<file path="config.mk">
export PLATFORM = sky130hd
export DESIGN_NAME = rc5_sched
export DESIGN_NICKNAME = d
export VERILOG_FILES = /design/src/rtl/rc5_sched.sv
export SDC_FILE = /design/constraint.sdc
export NUM_CORES = 1
export LEC_CHECK = 0
export CORE_ASPECT_RATIO = 0.6
export CORE_MARGIN = 4
export CORE_UTILIZATION = 37
export CTS_CLUSTER_SIZE = 24
export DETAILED_ROUTE_END_ITERATION = 10
export PLACE_DENSITY_LB_ADDON = 0.25
export SKIP_LAST_GASP = 1
export SYNTH_ARGS = -nofsm -noshare
export SYNTH_HDL_FRONTEND = slang
export SYNTH_SLANG_ARGS = --single-unit
export TNS_END_PERCENT = 100
</file>
<file path="constraint.sdc">
create_clock -name i_clk -period 2.2 [get_ports i_clk]
set_input_delay 0.33 -clock i_clk [delete_from_list [all_inputs] [get_ports i_clk]]
set_output_delay 0.33 -clock i_clk [all_outputs]
set_load 0.02 [all_outputs]
</file>
<file path="src/rtl/rc5_sched.sv">
// rc5_sched: round-robin scheduler for two clients sharing one RC5 round datapath.
// Issues one job at a time, waits for the result or a timeout, and buffers it per client.
module rc5_sched #(
  parameter int TIMEOUT = 16
) (
  input  logic        i_clk,
  input  logic        i_rst_n,
  input  logic        i_req0_valid,
  output logic        o_req0_ready,
  input  logic        i_req0_flag,
  input  logic [63:0] i_req0_din,
  input  logic        i_req1_valid,
  output logic        o_req1_ready,
  input  logic        i_req1_flag,
  input  logic [63:0] i_req1_din,
  output logic        o_res0_valid,
  input  logic        i_res0_ready,
  output logic [63:0] o_res0_dout,
  output logic        o_res0_err,
  output logic        o_res1_valid,
  input  logic        i_res1_ready,
  output logic [63:0] o_res1_dout,
  output logic        o_res1_err,
  output logic        o_core_rst,
  output logic        o_core_flag,
  output logic [63:0] o_core_din,
  output logic        o_core_din_en,
  input  logic [63:0] i_core_dout,
  input  logic        i_core_dout_en,
  output logic        o_busy,
  output logic [15:0] o_job_cnt
);

  typedef enum logic [1:0] {IDLE, ISSUE, WAIT} state_t;

  state_t      state, state_nxt;
  logic        last;
  logic        owner;
  logic        elig0, elig1;
  logic        grant, grant_vld;
  logic        accept;
  logic        done_ok, done_to, done;
  logic [63:0] res_data;
  logic [7:0]  wdog;
  logic [15:0] job_cnt;

  // A client holding an unread result is not eligible, so a buffer is never overwritten.
  assign elig0     = i_req0_valid & ~o_res0_valid;
  assign elig1     = i_req1_valid & ~o_res1_valid;
  assign grant_vld = elig0 | elig1;
  assign grant     = (elig0 & elig1) ? ~last : elig1;

  assign o_req0_ready = i_rst_n & (state == IDLE) & grant_vld & ~grant;
  assign o_req1_ready = i_rst_n & (state == IDLE) & grant_vld & grant;
  assign accept       = (o_req0_ready & i_req0_valid) | (o_req1_ready & i_req1_valid);

  assign done_ok  = (state == WAIT) & i_core_dout_en;
  assign done_to  = (state == WAIT) & ~i_core_dout_en & (wdog == 8'(TIMEOUT - 1));
  assign done     = done_ok | done_to;
  assign res_data = done_ok ? i_core_dout : 64'h0;

  assign o_core_rst = ~i_rst_n;
  assign o_busy     = (state != IDLE);
  assign o_job_cnt  = job_cnt;

  always_ff @(posedge i_clk) begin
    if (!i_rst_n) state <= IDLE;
    else          state <= state_nxt;
  end

  always_comb begin
    state_nxt = state;
    case (state)
      IDLE:    if (accept) state_nxt = ISSUE;
      ISSUE:   state_nxt = WAIT;
      WAIT:    if (done) state_nxt = IDLE;
      default: state_nxt = IDLE;
    endcase
  end

  always_ff @(posedge i_clk) begin
    if (!i_rst_n) begin
      last          <= 1'b1;
      owner         <= 1'b0;
      wdog          <= 8'd0;
      job_cnt       <= 16'd0;
      o_core_flag   <= 1'b0;
      o_core_din    <= 64'h0;
      o_core_din_en <= 1'b0;
      o_res0_valid  <= 1'b0;
      o_res0_err    <= 1'b0;
      o_res0_dout   <= 64'h0;
      o_res1_valid  <= 1'b0;
      o_res1_err    <= 1'b0;
      o_res1_dout   <= 64'h0;
    end else begin
      o_core_din_en <= accept;
      if (accept) begin
        owner       <= grant;
        last        <= grant;
        o_core_flag <= grant ? i_req1_flag : i_req0_flag;
        o_core_din  <= grant ? i_req1_din : i_req0_din;
      end

      if (state == ISSUE)     wdog <= 8'd0;
      else if (state == WAIT) wdog <= wdog + 8'd1;

      if (o_res0_valid && i_res0_ready) o_res0_valid <= 1'b0;
      if (o_res1_valid && i_res1_ready) o_res1_valid <= 1'b0;

      // Completion only targets the owner, whose buffer is known to be empty.
      if (done) begin
        job_cnt <= job_cnt + 16'd1;
        if (owner) begin
          o_res1_valid <= 1'b1;
          o_res1_err   <= done_to;
          o_res1_dout  <= res_data;
        end else begin
          o_res0_valid <= 1'b1;
          o_res0_err   <= done_to;
          o_res0_dout  <= res_data;
        end
      end
    end
  end

endmodule

</file>
## Yosys cells after proc, flatten, opt, wreduce, memory -nomap -nowiden

Index checks and enable logic that the tools add are counted.

- Reductions and logical operators: 8
- Add/sub/neg operators: 2
- Bitwise operators: 22
- Equality and inequality tests: 5
- Mux-type cells: 13

Operator list:

| operator | number |
|---|---|
| two-way mux 64 bit | 2 |
| adder 16 x 1 -> 16 bit (second input constant) | 1 |
| AND 1 bit | 12 |
| adder 8 x 1 -> 8 bit (second input constant) | 1 |
| equality test 8 x 4 -> 1 bit (second input constant) | 1 |
| two-way mux 1 bit | 8 |
| inverter 1 bit | 7 |
| case mux 2 bit (3 select lines) | 1 |
| AND reduction 2 bit | 3 |
| two-way mux 2 bit | 2 |
| != test 2 bit (second input constant) | 2 |
| bitwise OR 1 bit | 3 |
| equality test 2 x 1 -> 1 bit (second input constant) | 1 |
| equality test 2 bit (second input constant) | 1 |
| logical AND 1 bit | 2 |
| logical NOT 2 bit | 1 |
| nonzero test 2 bit | 1 |
| OR reduction 2 bit | 1 |

- Register bits after elaboration: 226
- Output and inout port bits: 218

## Logic depth before layout (Yosys ltp)

Gate-level depths: netlist (run 1).

- Word-level depth: 10
- Depth in mapped cells: 8
- Gate-level depth less buffers: 5

## Worst setup path after synthesis (run 1)

Ideal clock, no wire load.

- Kind: register to register
- Start point: reg wdog[7]
- End point: reg o_res0_dout[0]
- Stages on the path, launching flop included: 8
- Library setup time: 0.117 ns
- Arrival time: 2.064 ns
- Setup slack: 0.018 ns
- Data required time: 2.083 ns
- Cell sequence: dfxtp_1 -> or4_4 -> or4_1 -> buf_2 -> a21o_1 -> buf_6 -> buf_6 -> a32o_1

- Word-level cells in the longest chain between the ends: 4

RTL lines:

| what | line | text |
|---|---|---|
| start, declared | 44 | `logic [7:0] wdog;` |
| start signal, assigned | 106 | `else if (state == WAIT) wdog <= wdog + 8'd1;` |
| equality test 8 x 4 -> 1 bit | 58 | `assign done_to = (state == WAIT) & ~i_core_dout_en & (wdog == 8'(TIMEOUT - 1));` |
| AND 1 bit | 58 |  |
| bitwise OR 1 bit | 59 | `assign done = done_ok \| done_to;` |
| AND reduction 2 bit (no source line) | - |  |
| end signal, assigned | 121 | `o_res0_dout <= res_data;` |
| end, declared | 18 | `output logic [63:0] o_res0_dout,` |

No other way between the ends.
A chain may end at the register's enable or synchronous reset.

## Worst setup path after layout (run 1)

- Start point: reg wdog[7]
- End point: reg o_res0_dout[12]

Same word-level chain as after synthesis.

==> results.tsv, run 1 <==
metric	value	unit
CP peak stage delay	530	ps
Vias per Instance	5.31	
highest clock rate	464	MHz
final net count	1393	
max-capacitance violation count	0	
GP Congestion	0.875	
largest family of logic cells by synthesized area	compound AO/OA/AOI/OAI gates	
slew margin rel.	45.4	%
final core occ	62.0	%
synth unique cells	43	
mux cell area share after synthesis	9.26	%
CP endpoint	o_res0_dout[12]	
Setup CP Type	reg -> reg	
clk_skew	8.48	ps
XOR/XNOR Fraction of Synth Area	0.410	%
CTS root buffer	clkbuf_16	
simple-gate area share of the yosys netlist	9.09	%
syn nets	996	
period utilization	98.0	%
commonest non-fill, non-tap cells in the layout	clkdlybuf4s50_1 (414), dfxtp_1 (226), a32o_1 (127)	
ranking of synthesized cells by area	dfxtp_1 (53%), a32o_1 (15%), mux2i_1 (9.1%)	
CTS tree	done	
Area Growth Syn to Fin	62.4	%
actual slew at the worst max-slew pin	819	ps
pwr dens	699	nW/um2
Critical Path End Type	flip-flop	
Setup violations, final	0	
# fillers	1881	
IO buf count	418	
RSZ-0062 raised after global routing	yes	
critical path fanouts, max	28	
Reg clk slew, reported paths	60	ps
Yosys top cell area share	52.9	%
initial antenna violation count	0	
Hold Fails Final Rpt	0	
Arr. time, crit path	2540	ps
vias in the first global route	7918	
WHS	308	ps
ratio of cells with drive above 1 in the final layout	7.23	%
Starting Density	38.2	%
peak supply drop	0.453	mV
Synth Flop Type	dfxtp_1	
Yosys top cell by area	dfxtp_1	
Post-Synth Adder-Cell Area	0.293	%
Seq/Total Area, Yosys	52.9	%
Crit. Startpoint	wdog[7]	
worst r2r dst	o_res0_dout[12]	
Ys Warns	0	
min-delay worst type	in -> reg	
FF-to-FF path depth	5	
CP Launch Type	flip-flop	
row cnt	42	
H-tree Lvls	1	
placed cells	1474	
Clock Latency Late Sink	500	ps
cells along the critical path	or4_4 > or4_1 > a21o_4 > buf_12 > a32o_1	
min Tclk post-route	2160	ps
async set-reset flop share out of synthesis	0	%
DRT iter0 DRCs	509	
cts hold-fix bufs	0	
post-detail-place hpwl	21.9	mm
Die Width	204	um
R2R Setup Slk	40	ps
status	complete, no violations	
post-route insts no fill	1511	
Post-Syn Instances	793	
Final ANT Viol Nets	0	
Total GRT Usage	22.0	%
clk sinks	226	
Final Power	0.00970	W
deepest clock path buffer count	3	
# DRC	0	
mapped cell area	8550	um2
Worst path slowest cell	or4_4	
reg2reg start	wdog[7]	
TritonRoute pass-1 iters	5	
Final Max Tran Viols	0	
Synth Area in Compound Gates	23.5	%
largest net degree at the start of global routing	78	
Die H	126	um
leak pwr	5.19	nW
WL final	30.1	mm
core area	22400	um2
CTS Buf Count	22	
total number of vias	8023	
Avg WL per Cell	19.9	um
Die ar.	25700	um2
leading cell type in the layout, fill and taps excluded	clkdlybuf4s50_1	
global-route wire length before repair	45.8	mm
ANT cells	0	
gr ovfl total	0	
Synth Area per Inst	10.8	um2
# IOs	419	
FF+latch count, synth	226	
Post-synth EDFFs	0	
critical path data required time	2580	ps
==> cells by family (layout without fill, tap and decap cells) <==
family	count (synthesis)	count (layout)
and+or+nand+nor	162	162
muxes	79	79
xor gates and xnor gates	4	4
AOI/OAI and AO/OA	232	232
DFF	226	226
buffers and inverters	88	498
adders and majority gates	2	2
==> flip-flops by register name (all words and copies together), names as in the netlist, 2 cells and up <==
| name | count |
|---|---|
| o_core_din | 64 |
| o_job_cnt | 16 |
| o_res0_dout | 64 |
| o_res1_dout | 64 |
| state | 2 |
| wdog | 8 |
==> per-stage QoR <==
step / TNS, ps / setup WS [ps] / area [um2]
global placement: -1530 / -31.9 / 13200
CTS: -110 / -110 / 13900
detailed placement: -1930 / -46.7 / 13200
floorplan: 0 / 18.1 / 8550
global route: -53.5 / -53.5 / 13900
finish: 0 / 44.9 / 13900
==> report_power, final <==
part	total (W)	internal, W	switching, W
logic	0.00175	0.000915	0.000839
registers	0.00440	0.00429	0.000111
clock network	0.00355	0.00200	0.00155
==> how the worst min path moves through the flow <==
stage | slack, ps | cells after the start | from | to
floorplan | 440 | 2 | i_core_dout[39] | o_res0_dout[39]
global placement | 450 | 2 | o_res0_dout[39] | o_res0_dout[39]
detailed placement | 460 | 2 | o_res0_dout[39] | o_res0_dout[39]
CTS | 290 | 3 | i_rst_n | last
global route | 310 | 3 | i_rst_n | last
finish | 310 | 3 | i_rst_n | last
==> cells in the mapped netlist (2+ instances only) <==
cell type	instances
o21ai_0	8
dfxtp_1	226
nand3b_1	4
nand4_1	7
a32o_1	127
or3_1	3
and3_1	4
a21oi_1	17
a22oi_1	2
inv_1	4
buf_1	4
buf_6	7
xnor2_1	4
buf_2	5
a32oi_1	2
nand2b_1	18
nand2_1	26
o311ai_0	2
ha_1	2
a211oi_1	67
and4_1	2
nor3_1	6
clkbuf_1	67
nor2_1	78
nand3_1	5
mux2i_1	78
o2111ai_1	2
==> cell type report <==
class | instances | area (um2) | area share [%]
well taps | 308 | 385 | 2.78
multi-input cells | 479 | 3690 | 26.6
clock buffers | 30 | 632 | 4.55
repair buffers | 456 | 4600 | 33.1
inverters | 5 | 18.8 | 0.135
flip-flops and latches | 226 | 4520 | 32.6
clock inverters | 7 | 35.0 | 0.252
==> per-layer routing <==
metal  share of wire (%)  routed length [um]  track usage [%]  vias to the layer above
li1                    -                   -                -                     3844
met1                  42               12800             28.3                     3856
met2                  47               14100             35.6                      264
met3                 7.5                2270             6.78                       59
met4                 3.3                 980             6.61                        0
met5                   0                   0                0                        -
==> worst max-delay path: cells and delay by family, from the launching register on <==
| kind | cells | cell delay [ps] |
|---|---|---|
| flops | 1 | 320 |
| buf+inv | 1 | 160 |
| compound gates | 2 | 540 |
| simple gates | 2 | 1000 |
==> repair_timing <==
| item | in CTS | in global routing |
|---|---|---|
| setup endpoints to repair | 2 | 6 |
| buffers inserted | 0 | 0 |
| resized for setup | 2 | 9 |
(Power assumes the default switching activity.)
==> inputs of run 2 (changes only) <==
--- a/config.mk
+++ b/config.mk
@@ -5,6 +5,7 @@
 export SDC_FILE = /design/constraint.sdc
 export NUM_CORES = 1
 export LEC_CHECK = 0
+export ABC_CLOCK_PERIOD_IN_PS = 2200
 export CORE_ASPECT_RATIO = 0.6
 export CORE_MARGIN = 4
 export CORE_UTILIZATION = 37
==> results of run 2 <==
No change in the layout: final DEF, timing and power equal those of run 1.
